$ cat config.mk
export PLATFORM = sky130hd
export DESIGN_NAME = wf_gather_ram_mp_flat
export DESIGN_NICKNAME = d
export VERILOG_FILES = /design/src/rtl/wf_gather_ram_mp_if.sv /design/src/rtl/wf_gather_ram_mp.sv /design/src/flat_wrapper.sv
export SDC_FILE = /design/constraint.sdc
export NUM_CORES = 1
export LEC_CHECK = 0
export CAP_MARGIN = 20
export CORE_MARGIN = 10
export CORE_UTILIZATION = 45
export CTS_BUF_LIST = sky130_fd_sc_hd__clkbuf_16
export DETAILED_ROUTE_END_ITERATION = 8
export PLACE_DENSITY = 0.73
export SKIP_CTS_REPAIR_TIMING = 1
export SYNTH_ARGS = -nofsm -noshare
export SYNTH_HDL_FRONTEND = slang
export SYNTH_SLANG_ARGS = --single-unit
$ cat constraint.sdc
create_clock -name clock -period 6.4 [get_ports clock]
set_clock_uncertainty 0.05 [all_clocks]
set_input_delay 0.96 -clock clock [delete_from_list [all_inputs] [get_ports clock]]
set_output_delay 0.96 -clock clock [all_outputs]
set_load 0.005 [all_outputs]
$ cat src/rtl/wf_gather_ram_mp_if.sv
// -----------------------------------------------------------------------------
// wf_gather_ram_mp_if
//
// Bundle of every non-clock signal of the wavefront gather buffer.
//   master : gather writers / operand-collector consumers (drive writes,
//            invalidates, read requests and response-ready).
//   slave  : the gather buffer itself (drives request-ready, responses,
//            occupancy).
//
// Signal summary
//   wr_en / wr_addr / wr_mask / wr_data : lane-masked write port
//   inv_en / inv_addr / inv_all         : valid-bit invalidation
//   rd_req_valid / rd_req_ready / rd_req_addr             : NUM_RD request channels
//   rd_rsp_valid / rd_rsp_ready / rd_rsp_data / rd_rsp_hit : NUM_RD response channels
//   occupancy                           : registered count of valid entries
// -----------------------------------------------------------------------------
interface wf_gather_ram_mp_if #(
  parameter int  DATA_W = 38,
  parameter int  DEPTH  = 16,
  parameter int  LANES  = 2,
  parameter int  NUM_RD = 2,
  localparam int ADDR_W = $clog2(DEPTH)
);

  logic                       wr_en;
  logic [ADDR_W-1:0]          wr_addr;
  logic [LANES-1:0]           wr_mask;
  logic [DATA_W-1:0]          wr_data;

  logic                       inv_en;
  logic [ADDR_W-1:0]          inv_addr;
  logic                       inv_all;

  logic [NUM_RD-1:0]          rd_req_valid;
  logic [NUM_RD-1:0]          rd_req_ready;
  logic [NUM_RD*ADDR_W-1:0]   rd_req_addr;

  logic [NUM_RD-1:0]          rd_rsp_valid;
  logic [NUM_RD-1:0]          rd_rsp_ready;
  logic [NUM_RD*DATA_W-1:0]   rd_rsp_data;
  logic [NUM_RD-1:0]          rd_rsp_hit;

  logic [ADDR_W:0]            occupancy;

  modport master (
    output wr_en, wr_addr, wr_mask, wr_data,
    output inv_en, inv_addr, inv_all,
    output rd_req_valid, rd_req_addr, rd_rsp_ready,
    input  rd_req_ready, rd_rsp_valid, rd_rsp_data, rd_rsp_hit,
    input  occupancy
  );

  modport slave (
    input  wr_en, wr_addr, wr_mask, wr_data,
    input  inv_en, inv_addr, inv_all,
    input  rd_req_valid, rd_req_addr, rd_rsp_ready,
    output rd_req_ready, rd_rsp_valid, rd_rsp_data, rd_rsp_hit,
    output occupancy
  );

endinterface

$ cat src/rtl/wf_gather_ram_mp.sv
// -----------------------------------------------------------------------------
// wf_gather_ram_mp
//
// Multi-read-port gather buffer for per-wavefront operand collection.
// DEPTH x DATA_W storage with per-lane write masks, a per-entry valid bitmap
// with single/all invalidate, NUM_RD independent read ports (1-cycle latency,
// ready/valid response holding) and a registered occupancy count.
//
// Ports
//   clock    : sole clock, rising edge
//   reset_n  : asynchronous active-low reset
//   bus      : wf_gather_ram_mp_if.slave (write, invalidate, read, occupancy)
//
// Behaviour notes
//   - Reads are write-first: a same-cycle write to the requested entry is
//     merged lane by lane into the response.
//   - Hit is taken from the bitmap after this cycle's write/invalidate.
//   - A miss returns all-zero data.
//   - A write that sets an entry's valid bit wins over inv_en/inv_all.
// -----------------------------------------------------------------------------
module wf_gather_ram_mp #(
  parameter int  DATA_W = 38,
  parameter int  DEPTH  = 16,
  parameter int  LANES  = 2,
  parameter int  NUM_RD = 2,
  localparam int ADDR_W = $clog2(DEPTH)
) (
  input  logic                    clock,
  input  logic                    reset_n,
  wf_gather_ram_mp_if.slave       bus
);

  localparam int LANE_W = DATA_W / LANES;

  // Storage and bookkeeping
  logic [DATA_W-1:0]        mem_q [DEPTH];
  logic [DEPTH-1:0]         valid_q, valid_d;
  logic [ADDR_W:0]          occ_q, occ_d;

  // Write path
  logic                     wr_fire;
  logic [DATA_W-1:0]        wr_merged;

  // Read path
  logic [NUM_RD-1:0]        req_ready;
  logic [NUM_RD-1:0]        accept;
  logic [NUM_RD-1:0]        hit_d;
  logic [NUM_RD*DATA_W-1:0] data_d;

  logic [NUM_RD-1:0]        rsp_valid_q;
  logic [NUM_RD-1:0]        rsp_hit_q;
  logic [NUM_RD*DATA_W-1:0] rsp_data_q;

  // ---------------------------------------------------------------------------
  // Write merge: unmasked lanes keep the stored contents. An all-zero mask is
  // a no-op, including for the valid bit.
  // ---------------------------------------------------------------------------
  // NOTE: combinational blocks use blocking '=' so later statements see the
  // updated value; clocked blocks use '<=' so all registers update together.
  always_comb begin
    wr_fire   = bus.wr_en & (|bus.wr_mask);
    wr_merged = mem_q[bus.wr_addr];
    for (int k = 0; k < LANES; k++) begin
      if (bus.wr_mask[k]) begin
        wr_merged[k*LANE_W +: LANE_W] = bus.wr_data[k*LANE_W +: LANE_W];
      end
    end
  end

  // ---------------------------------------------------------------------------
  // Valid bitmap update. Statement order encodes priority: invalidates first,
  // then the write sets its entry, so a same-cycle write survives inv_all.
  // ---------------------------------------------------------------------------
  // NOTE: every variable gets a default at the top of the block; without it a
  // path that skips an assignment would infer a latch.
  always_comb begin
    valid_d = valid_q;
    if (bus.inv_all) valid_d = '0;
    if (bus.inv_en)  valid_d[bus.inv_addr] = 1'b0;
    if (wr_fire)     valid_d[bus.wr_addr]  = 1'b1;
  end

  // Popcount of the post-update bitmap; needs ADDR_W+1 bits to reach DEPTH.
  always_comb begin
    occ_d = '0;
    for (int i = 0; i < DEPTH; i++) begin
      occ_d = occ_d + (ADDR_W+1)'(valid_d[i]);
    end
  end

  // ---------------------------------------------------------------------------
  // Read ports. A port can take a new request whenever its response register
  // is empty or being drained this cycle, giving one read per cycle per port.
  // ---------------------------------------------------------------------------
  always_comb begin
    logic [ADDR_W-1:0] a;
    logic [DATA_W-1:0] word;
    a         = '0;
    word      = '0;
    req_ready = ~rsp_valid_q | bus.rd_rsp_ready;
    accept    = bus.rd_req_valid & req_ready;
    hit_d     = '0;
    data_d    = '0;
    for (int p = 0; p < NUM_RD; p++) begin
      a    = bus.rd_req_addr[p*ADDR_W +: ADDR_W];
      // Write-first bypass: the merged word is exactly what the array will
      // hold after this edge.
      word = (wr_fire && (bus.wr_addr == a)) ? wr_merged : mem_q[a];
      hit_d[p] = valid_d[a];
      data_d[p*DATA_W +: DATA_W] = valid_d[a] ? word : '0;
    end
  end

  // ---------------------------------------------------------------------------
  // Storage array
  // ---------------------------------------------------------------------------
  // NOTE: the array is deliberately left out of reset so it maps onto RAM;
  // the valid bitmap alone decides whether its contents are meaningful.
  always_ff @(posedge clock) begin
    if (wr_fire) begin
      mem_q[bus.wr_addr] <= wr_merged;
    end
  end

  // ---------------------------------------------------------------------------
  // Bitmap, occupancy and response registers
  // ---------------------------------------------------------------------------
  always_ff @(posedge clock or negedge reset_n) begin
    if (!reset_n) begin
      valid_q     <= '0;
      occ_q       <= '0;
      rsp_valid_q <= '0;
      rsp_hit_q   <= '0;
      rsp_data_q  <= '0;
    end else begin
      valid_q <= valid_d;
      occ_q   <= occ_d;
      for (int p = 0; p < NUM_RD; p++) begin
        if (accept[p]) begin
          rsp_valid_q[p]                 <= 1'b1;
          rsp_hit_q[p]                   <= hit_d[p];
          rsp_data_q[p*DATA_W +: DATA_W] <= data_d[p*DATA_W +: DATA_W];
        end else if (bus.rd_rsp_ready[p]) begin
          // Drained with nothing behind it: clear so idle data reads as zero.
          rsp_valid_q[p]                 <= 1'b0;
          rsp_hit_q[p]                   <= 1'b0;
          rsp_data_q[p*DATA_W +: DATA_W] <= '0;
        end
        // Otherwise stalled: hold data and hit regardless of later writes.
      end
    end
  end

  assign bus.rd_req_ready = req_ready;
  assign bus.rd_rsp_valid = rsp_valid_q;
  assign bus.rd_rsp_hit   = rsp_hit_q;
  assign bus.rd_rsp_data  = rsp_data_q;
  assign bus.occupancy    = occ_q;

endmodule

$ cat src/flat_wrapper.sv
// flat-port wrapper written by rule: the top's interface ports become plain ports
module wf_gather_ram_mp_flat 
#(
  parameter int  DATA_W = 38,
  parameter int  DEPTH  = 16,
  parameter int  LANES  = 2,
  parameter int  NUM_RD = 2,
  localparam int ADDR_W = $clog2(DEPTH)
)
  (clock, reset_n, bus_wr_en, bus_wr_addr, bus_wr_mask, bus_wr_data, bus_inv_en, bus_inv_addr, bus_inv_all, bus_rd_req_valid, bus_rd_req_addr, bus_rd_rsp_ready, bus_rd_req_ready, bus_rd_rsp_valid, bus_rd_rsp_data, bus_rd_rsp_hit, bus_occupancy);
  wf_gather_ram_mp_if #(.DATA_W(DATA_W), .DEPTH(DEPTH), .LANES(LANES), .NUM_RD(NUM_RD)) bus_i ();
  input  logic clock;
  input  logic reset_n;
  input wire logic [$bits(bus_i.wr_en)-1:0] bus_wr_en;
  input wire logic [$bits(bus_i.wr_addr)-1:0] bus_wr_addr;
  input wire logic [$bits(bus_i.wr_mask)-1:0] bus_wr_mask;
  input wire logic [$bits(bus_i.wr_data)-1:0] bus_wr_data;
  input wire logic [$bits(bus_i.inv_en)-1:0] bus_inv_en;
  input wire logic [$bits(bus_i.inv_addr)-1:0] bus_inv_addr;
  input wire logic [$bits(bus_i.inv_all)-1:0] bus_inv_all;
  input wire logic [$bits(bus_i.rd_req_valid)-1:0] bus_rd_req_valid;
  input wire logic [$bits(bus_i.rd_req_addr)-1:0] bus_rd_req_addr;
  input wire logic [$bits(bus_i.rd_rsp_ready)-1:0] bus_rd_rsp_ready;
  output wire logic [$bits(bus_i.rd_req_ready)-1:0] bus_rd_req_ready;
  output wire logic [$bits(bus_i.rd_rsp_valid)-1:0] bus_rd_rsp_valid;
  output wire logic [$bits(bus_i.rd_rsp_data)-1:0] bus_rd_rsp_data;
  output wire logic [$bits(bus_i.rd_rsp_hit)-1:0] bus_rd_rsp_hit;
  output wire logic [$bits(bus_i.occupancy)-1:0] bus_occupancy;
  assign bus_i.wr_en = bus_wr_en;
  assign bus_i.wr_addr = bus_wr_addr;
  assign bus_i.wr_mask = bus_wr_mask;
  assign bus_i.wr_data = bus_wr_data;
  assign bus_i.inv_en = bus_inv_en;
  assign bus_i.inv_addr = bus_inv_addr;
  assign bus_i.inv_all = bus_inv_all;
  assign bus_i.rd_req_valid = bus_rd_req_valid;
  assign bus_i.rd_req_addr = bus_rd_req_addr;
  assign bus_i.rd_rsp_ready = bus_rd_rsp_ready;
  assign bus_rd_req_ready = bus_i.rd_req_ready;
  assign bus_rd_rsp_valid = bus_i.rd_rsp_valid;
  assign bus_rd_rsp_data = bus_i.rd_rsp_data;
  assign bus_rd_rsp_hit = bus_i.rd_rsp_hit;
  assign bus_occupancy = bus_i.occupancy;
  wf_gather_ram_mp #(.DATA_W(DATA_W), .DEPTH(DEPTH), .LANES(LANES), .NUM_RD(NUM_RD)) u_core (.clock(clock), .reset_n(reset_n), .bus(bus_i));
endmodule
Word level (Yosys, flattened, before mapping). Memories as Yosys holds them, arrays and structs flattened. Index checks and enable logic that the tools add are counted. W data, S select, Z words.

Flip-flop bits (word level): 101. Output and inout port bits: 87. Input bits: 65. Bits in writable memories: 608. Logic and storage cells: 75. Memories kept: 1.

Memory list: u_core.mem_q (words 16, bits a word 38, rd ports 3, clocked after Yosys merged registers in 0, write ports 1, line wf_gather_ram_mp.sv:36) `logic [DATA_W-1:0] mem_q [DEPTH];`.

Add/sub/neg operators: 15. Reduce and logical (&&, ||, !) cells: 7. Mux-type cells: 29. Equality and inequality tests: 2. Bitwise logic cells: 7. Order comparisons: 6.

Operator list (count): $mux W38 (8); $add A5 B1 Y5 (14); $mux W16 (3); $mux W19 (2); $lt A4 B5 Y1 const B (4); $and A16 B16 Y16 (1); $not A16 Y16 (1); $or A16 B16 Y16 (1); $mux W1 (12); $bmux W1 S4 (2); $demux W1 S4 (2); $eq A4 B4 Y1 (2); $ge A4 B1 Y1 const B (2); $logic_and A1 B1 Y1 (4); $reduce_bool A2 Y1 (2); $add A1 B1 Y2 (1); $and A2 B2 Y2 (1); $not A2 Y2 (1); $or A2 B2 Y2 (1); $reduce_or A2 Y1 (1); $and A1 B1 Y1 (1).

Logic depth before layout (Yosys ltp).
Word-level depth: 24. Gate-level depth with buffers: 17. Gate-level depth less buffers: 16.

Least setup slack after synthesis. No wires, ideal clock.

Kind: in2reg. Start point: input bus_wr_addr[1]. End point: register u_core.occ_q[4], in the netlist u_core.bus.occupancy[4]. Required time: 6.231 ns. Library setup time: 0.119 ns. Stages: 15. Path buffers: 1. Data arrival time: 7.303 ns. Slack: -1.072 ns. Cell sequence: buf_2 > nand2b_1 > nor3_1 > or2_1 > inv_1 > fa_1 > fa_1 > fa_1 > fa_1 > inv_1 > fa_1 > inv_1 > fa_1 > nor2b_1 > o21a_1.

Elaborated cells between the ends (all ways): 22. Classes of those cells: add/sub (15); order compare (2); mux (3); bitwise (1); reduce/logical (1).

RTL lines: start: declaration (line flat_wrapper.sv:15) `input wire logic [$bits(bus_i.wr_addr)-1:0] bus_wr_addr;`; $lt A4 B5 Y1 (not written as such) or $ge A4 B1 Y1 (tied branches) (line wf_gather_ram_mp.sv:80) `if (wr_fire) valid_d[bus.wr_addr] = 1'b1;`; $logic_and A1 B1 Y1 (not written as such) (line wf_gather_ram_mp.sv:80); $mux W1 (not written as such) (line wf_gather_ram_mp.sv:80); $demux W1 S4 (*); $or A16 B16 Y16 (no source line) (*); $mux W16 (*) (line wf_gather_ram_mp.sv:80); net u_core.valid_d[10] (line wf_gather_ram_mp.sv:37) `logic [DEPTH-1:0] valid_q, valid_d;`; $add A5 B1 Y5 (*) (6 in a row) (line wf_gather_ram_mp.sv:87) `occ_d = occ_d + (ADDR_W+1)'(valid_d[i]);`; net u_core.occ_d[4] (line wf_gather_ram_mp.sv:38) `logic [ADDR_W:0] occ_q, occ_d;`; end signal: assignment (line wf_gather_ram_mp.sv:131) `occ_q <= '0;`; end signal: assignment (line wf_gather_ram_mp.sv:137) `occ_q <= occ_d;`; end: declaration (line wf_gather_ram_mp.sv:38).

Mark *: on every way through the listed nets, which the timed path passes. The rest lies on a longest branch. A chain may end at the register's enable or synchronous reset.

Worst setup path in the final report.
Start point: input bus_wr_mask[1]. End point: register u_core.occ_q[4], in the netlist u_core.bus.occupancy[4].

Word-level cells in the longest chain between the ends: 18.

Ends and longest elaborated chain: start: declaration (line flat_wrapper.sv:16) `input wire logic [$bits(bus_i.wr_mask)-1:0] bus_wr_mask;`; $reduce_or A2 Y1 (line wf_gather_ram_mp.sv:61) `wr_fire = bus.wr_en & (|bus.wr_mask);`; $and A1 B1 Y1 (line wf_gather_ram_mp.sv:61); $mux W16 (line wf_gather_ram_mp.sv:80); net u_core.valid_d[1] (line wf_gather_ram_mp.sv:37); $add A1 B1 Y2 (line wf_gather_ram_mp.sv:87); $add A5 B1 Y5 (14 in a row) (line wf_gather_ram_mp.sv:87); net u_core.occ_d[4] (line wf_gather_ram_mp.sv:38).

The timed path passes the listed nets, and every way through them passes these cells.

==> results.md <==
- The flow ran to the end, and the final reports show no timing, DRC or antenna violations.
- The family with the most delay on the worst path is adder cells.
- The post-detailed-route count of antenna-violating nets is 0.
- Data on the critical path is required at its endpoint by between 6 and 7 ns.
- The first global-routing pass estimated 179000 um of wire.
- The number of input and output port buffers inserted is 151.
- The met3 layer wire length in the routed design is 15400 um.
- The worst ir drop on vdd is 0.000164 V.
- The number of endpoints with negative hold slack in the final report is 0.
- After routing, the total negative slack on setup checks comes to 0 ns.
- For this run, the post-layout net count is 2591.
- The post-synthesis average cell area is 15.9 um2.
- Setup repair after global routing left no endpoint under its margin.
- For this run, the register share of the synthesized area comes to between 50% and 60%.
- The Yosys step of the flow raised 0 warnings.
- The total setup violations reported at the end of the flow is 0.
- The pre-antenna-repair detailed-routing pass consisted of 6 iterations.
- The kind of start point of the critical path is a primary input.
- The overall fraction of global-route tracks in use is 24.6%.
- The number of ports placed on the die boundary is 152.
- The H-tree generated during clock tree synthesis spans 3 levels.
- The power density of the placed cells is 250 mW/mm2.
- The amount of wire on met2 after detailed routing is between 50000 and 60000 um.
- The sum of routed wire length over all layers is 122000 um.
- Along the worst path, the maximum fanout reaches 7.
- The signal on the critical path passes through clkdlybuf4s50_1, o21ai_1, or3_1, o21ai_1, ha_1, inv_1, fa_1, fa_1, fa_1, fa_1, inv_1, fa_1, inv_1, fa_1, nor2b_1, o21a_1.
- The timing-limited maximum frequency is around 180 MHz.
- The number of buffers inserted during clock tree synthesis is 73.
- Yosys attributes the largest share of cell area to edfxtp_1 48%, mux4_2 20%, mux2i_1 8.0%.
- The floorplan step set the die width to 311 um.
- In this run the vertical extent of the chip is 311 um.
- Clock tree synthesis found a total of just over 700 sinks.
- After clock tree synthesis, the clock-pin slew on the worst setup and hold paths is about 0.060 ns.
- The post-detailed-placement half-perimeter wirelength is 69600 um.
- After synthesis, the share of flip-flops with an asynchronous set or reset is 14.2%.
- The top cell type by area accounts for 48.0% of the synthesized area.
- The via count of the first global-routing pass is 26.6k.
- For the worst setup path, the data arrival time is 5.88 ns.
- The distinct cell type count after synthesis is 52.
- The leading register cell type out of synthesis is edfxtp_1.
- The floorplan step defined a core boundary enclosing 0.0837 mm2.
- The count of mapped cells out of synthesis is 2390.
- The setup path with the least slack is of type in2reg.
- The critical path contains buffers and inverters numbering 4 combined.
- For the pin with the worst max-slew slack, the measured transition is 1.23 ns.
- On the critical path, the stage with the largest delay is an instance of clkdlybuf4s50_1.
- The total overflow left after global routing is 0.
- The total die area is about 0.097 mm2.
- TritonCTS built the clock tree.
- The pin count of the biggest net entering global routing is 149.
- The average via count per standard cell is 6.99.
- Summed over all cells, the static leakage comes to 14.9 nW.
- The post-synthesis register bit count is 709.
- The library cell with the largest summed area after synthesis is edfxtp_1.
- The worst path uses 84.7% of the clock period.
- The DRC violations left is 0.
- The tightest hold path in the finished design has a slack of 0.367 ns.
- Routability-driven placement finished with a final weighted congestion of 0.892.
- Headroom to the max-slew limit came out at 18.1%.
- The initial antenna violation count was 2.
- The critical path capture point type is a register.
- The library cell used most frequently in the layout, excluding fill and tap cells, is edfxtp_1.
- The post-synthesis cell area is 0.0381 mm2.
- The number of max-cap violations is 0.
- In this design, the critical path's most frequently occurring cell is fa_1.
- The synthesized net count is approximately 2.5k.
- From synthesis to final layout, the design area changed by 14.3%.
- In the layout the commonest cells are 608 x edfxtp_1, 342 x mux4_2, 304 x mux2i_1.
- In this run, the number of DRC markers left after iteration 0 of detailed routing was 4106.
- For the worst-skew pair, the clock arrives at the later sink with an insertion delay of approximately 0.64 ns.
- The clock tree root driver cell is clkbuf_16.
- The number of cell rows is 106.
- The uppermost layer routed is met5.
- The maximum clock path buffer count is 3.
- Yosys mapped a number of flops with a built-in enable equal to 608.
- The detailed-route via count is 25.9k.
- After detailed routing, the average wire length per cell comes to 33.0 um.
- The post-layout minimum cycle time is around 5.4 ns.
- The sum of routed wire segments on met1 is 45000 um.
- The path class of the tightest hold or removal check is in2async.
- For this configuration, the core starts out at a cell density of 45.5%.
- The delay contributed by the slowest stage of the critical path is 0.72 ns.
- The max-slew violation count was 0.
- The share of post-route cells with drive strength above 1 is approximately 25%.
## area by class of cell
cell class,count,area (um2)
fill,6627,40200
sequential,709,20800
tap,1134,1420
antenna,2,5.00
clock inverter,61,454
clock buffer,74,1850
inverter,32,124
multi-input combinational,1431,16300
timing repair buffer,264,2550
## path summary, 6_finish.rpt
check	cells past startpoint	slack [ns]	to	startpoint
setup / recovery	16	0.98	u_core.bus.occupancy[4]$_DFF_PN0_	bus_wr_mask[1]
hold / removal	1	0.37	u_core.bus.rd_rsp_data[38]$_DFFE_PN0P_	reset_n
setup reg to reg	14	2.22	u_core.bus.occupancy[4]$_DFF_PN0_	u_core.valid_q[1]$_DFF_PN0_
hold reg to reg	2	0.42	u_core.bus.rd_rsp_data[71]$_DFFE_PN0P_	u_core.bus.rd_rsp_data[71]$_DFFE_PN0P_
max in group asynchronous	2	4.63	u_core.bus.rd_rsp_data[22]$_DFFE_PN0P_	reset_n
min in group clock	2	0.42	u_core.bus.rd_rsp_data[71]$_DFFE_PN0P_	u_core.bus.rd_rsp_data[71]$_DFFE_PN0P_
## cells in the mapped netlist (38+ instances only)
library cell / n
a21oi_1: 156
a22o_1: 38
a22oi_1: 227
buf_2: 75
clkbuf_1: 103
dfrtp_1: 101
edfxtp_1: 608
mux2_2: 38
mux2i_1: 304
mux4_2: 342
nand2_1: 54
nor2b_1: 45
nor3_1: 45
o31ai_1: 38
## report_power, final
group	switching (mW)	internal [mW]	total [mW]
combinational	0.835	0.618	1.45
clock	1.85	2.32	4.17
sequential	0.0587	5.18	5.24
total	2.74	8.12	10.9
## state kept, by name, summed over array words and instances (netlist names)
| register | flops |
|---|---|
| u_core.mem_q | 608 |
| u_core.bus.rd_rsp_data | 76 |
| u_core.valid_q | 16 |
| u_core.bus.occupancy | 5 |
| u_core.bus.rd_rsp_hit | 2 |
| u_core.bus.rd_rsp_valid | 2 |
## routing by layer
| metal | global-route usage (%) | vias to the layer above |
|---|---|---|
| li1 | - | 10257 |
| met1 | 32.4 | 13284 |
| met2 | 38.2 | 2017 |
| met3 | 6.27 | 355 |
| met4 | 10.7 | 2 |
| met5 | 0.303 | - |
## kinds of logic after synthesis
| group | after synthesis | synth area share (%) |
|---|---|---|
| compound gates | 519 | 9.38 |
| xor+xnor | 10 | 0.230 |
| fa+ha+maj | 15 | 0.690 |
| buf+inv | 250 | 2.98 |
| flops | 709 | 54.6 |
| mux | 684 | 29.4 |
| simple gates | 203 | 2.75 |
## stage by stage
stage                     instances  cell area (um2)  total power, mW  setup slack, ns  util [%]
after floorplan                2390            38100             6.18           0.0877         -
after CTS                      3703            43400             10.9             1.01      51.9
after global placement         3566            41100             6.72            0.551      49.1
after global routing           3705            43500             11.2            0.740      52.0
after detailed placement       3568            41100             6.76            0.366      49.2
final                          3707            43500             10.9            0.979      52.0
(Power assumes the default switching activity.)
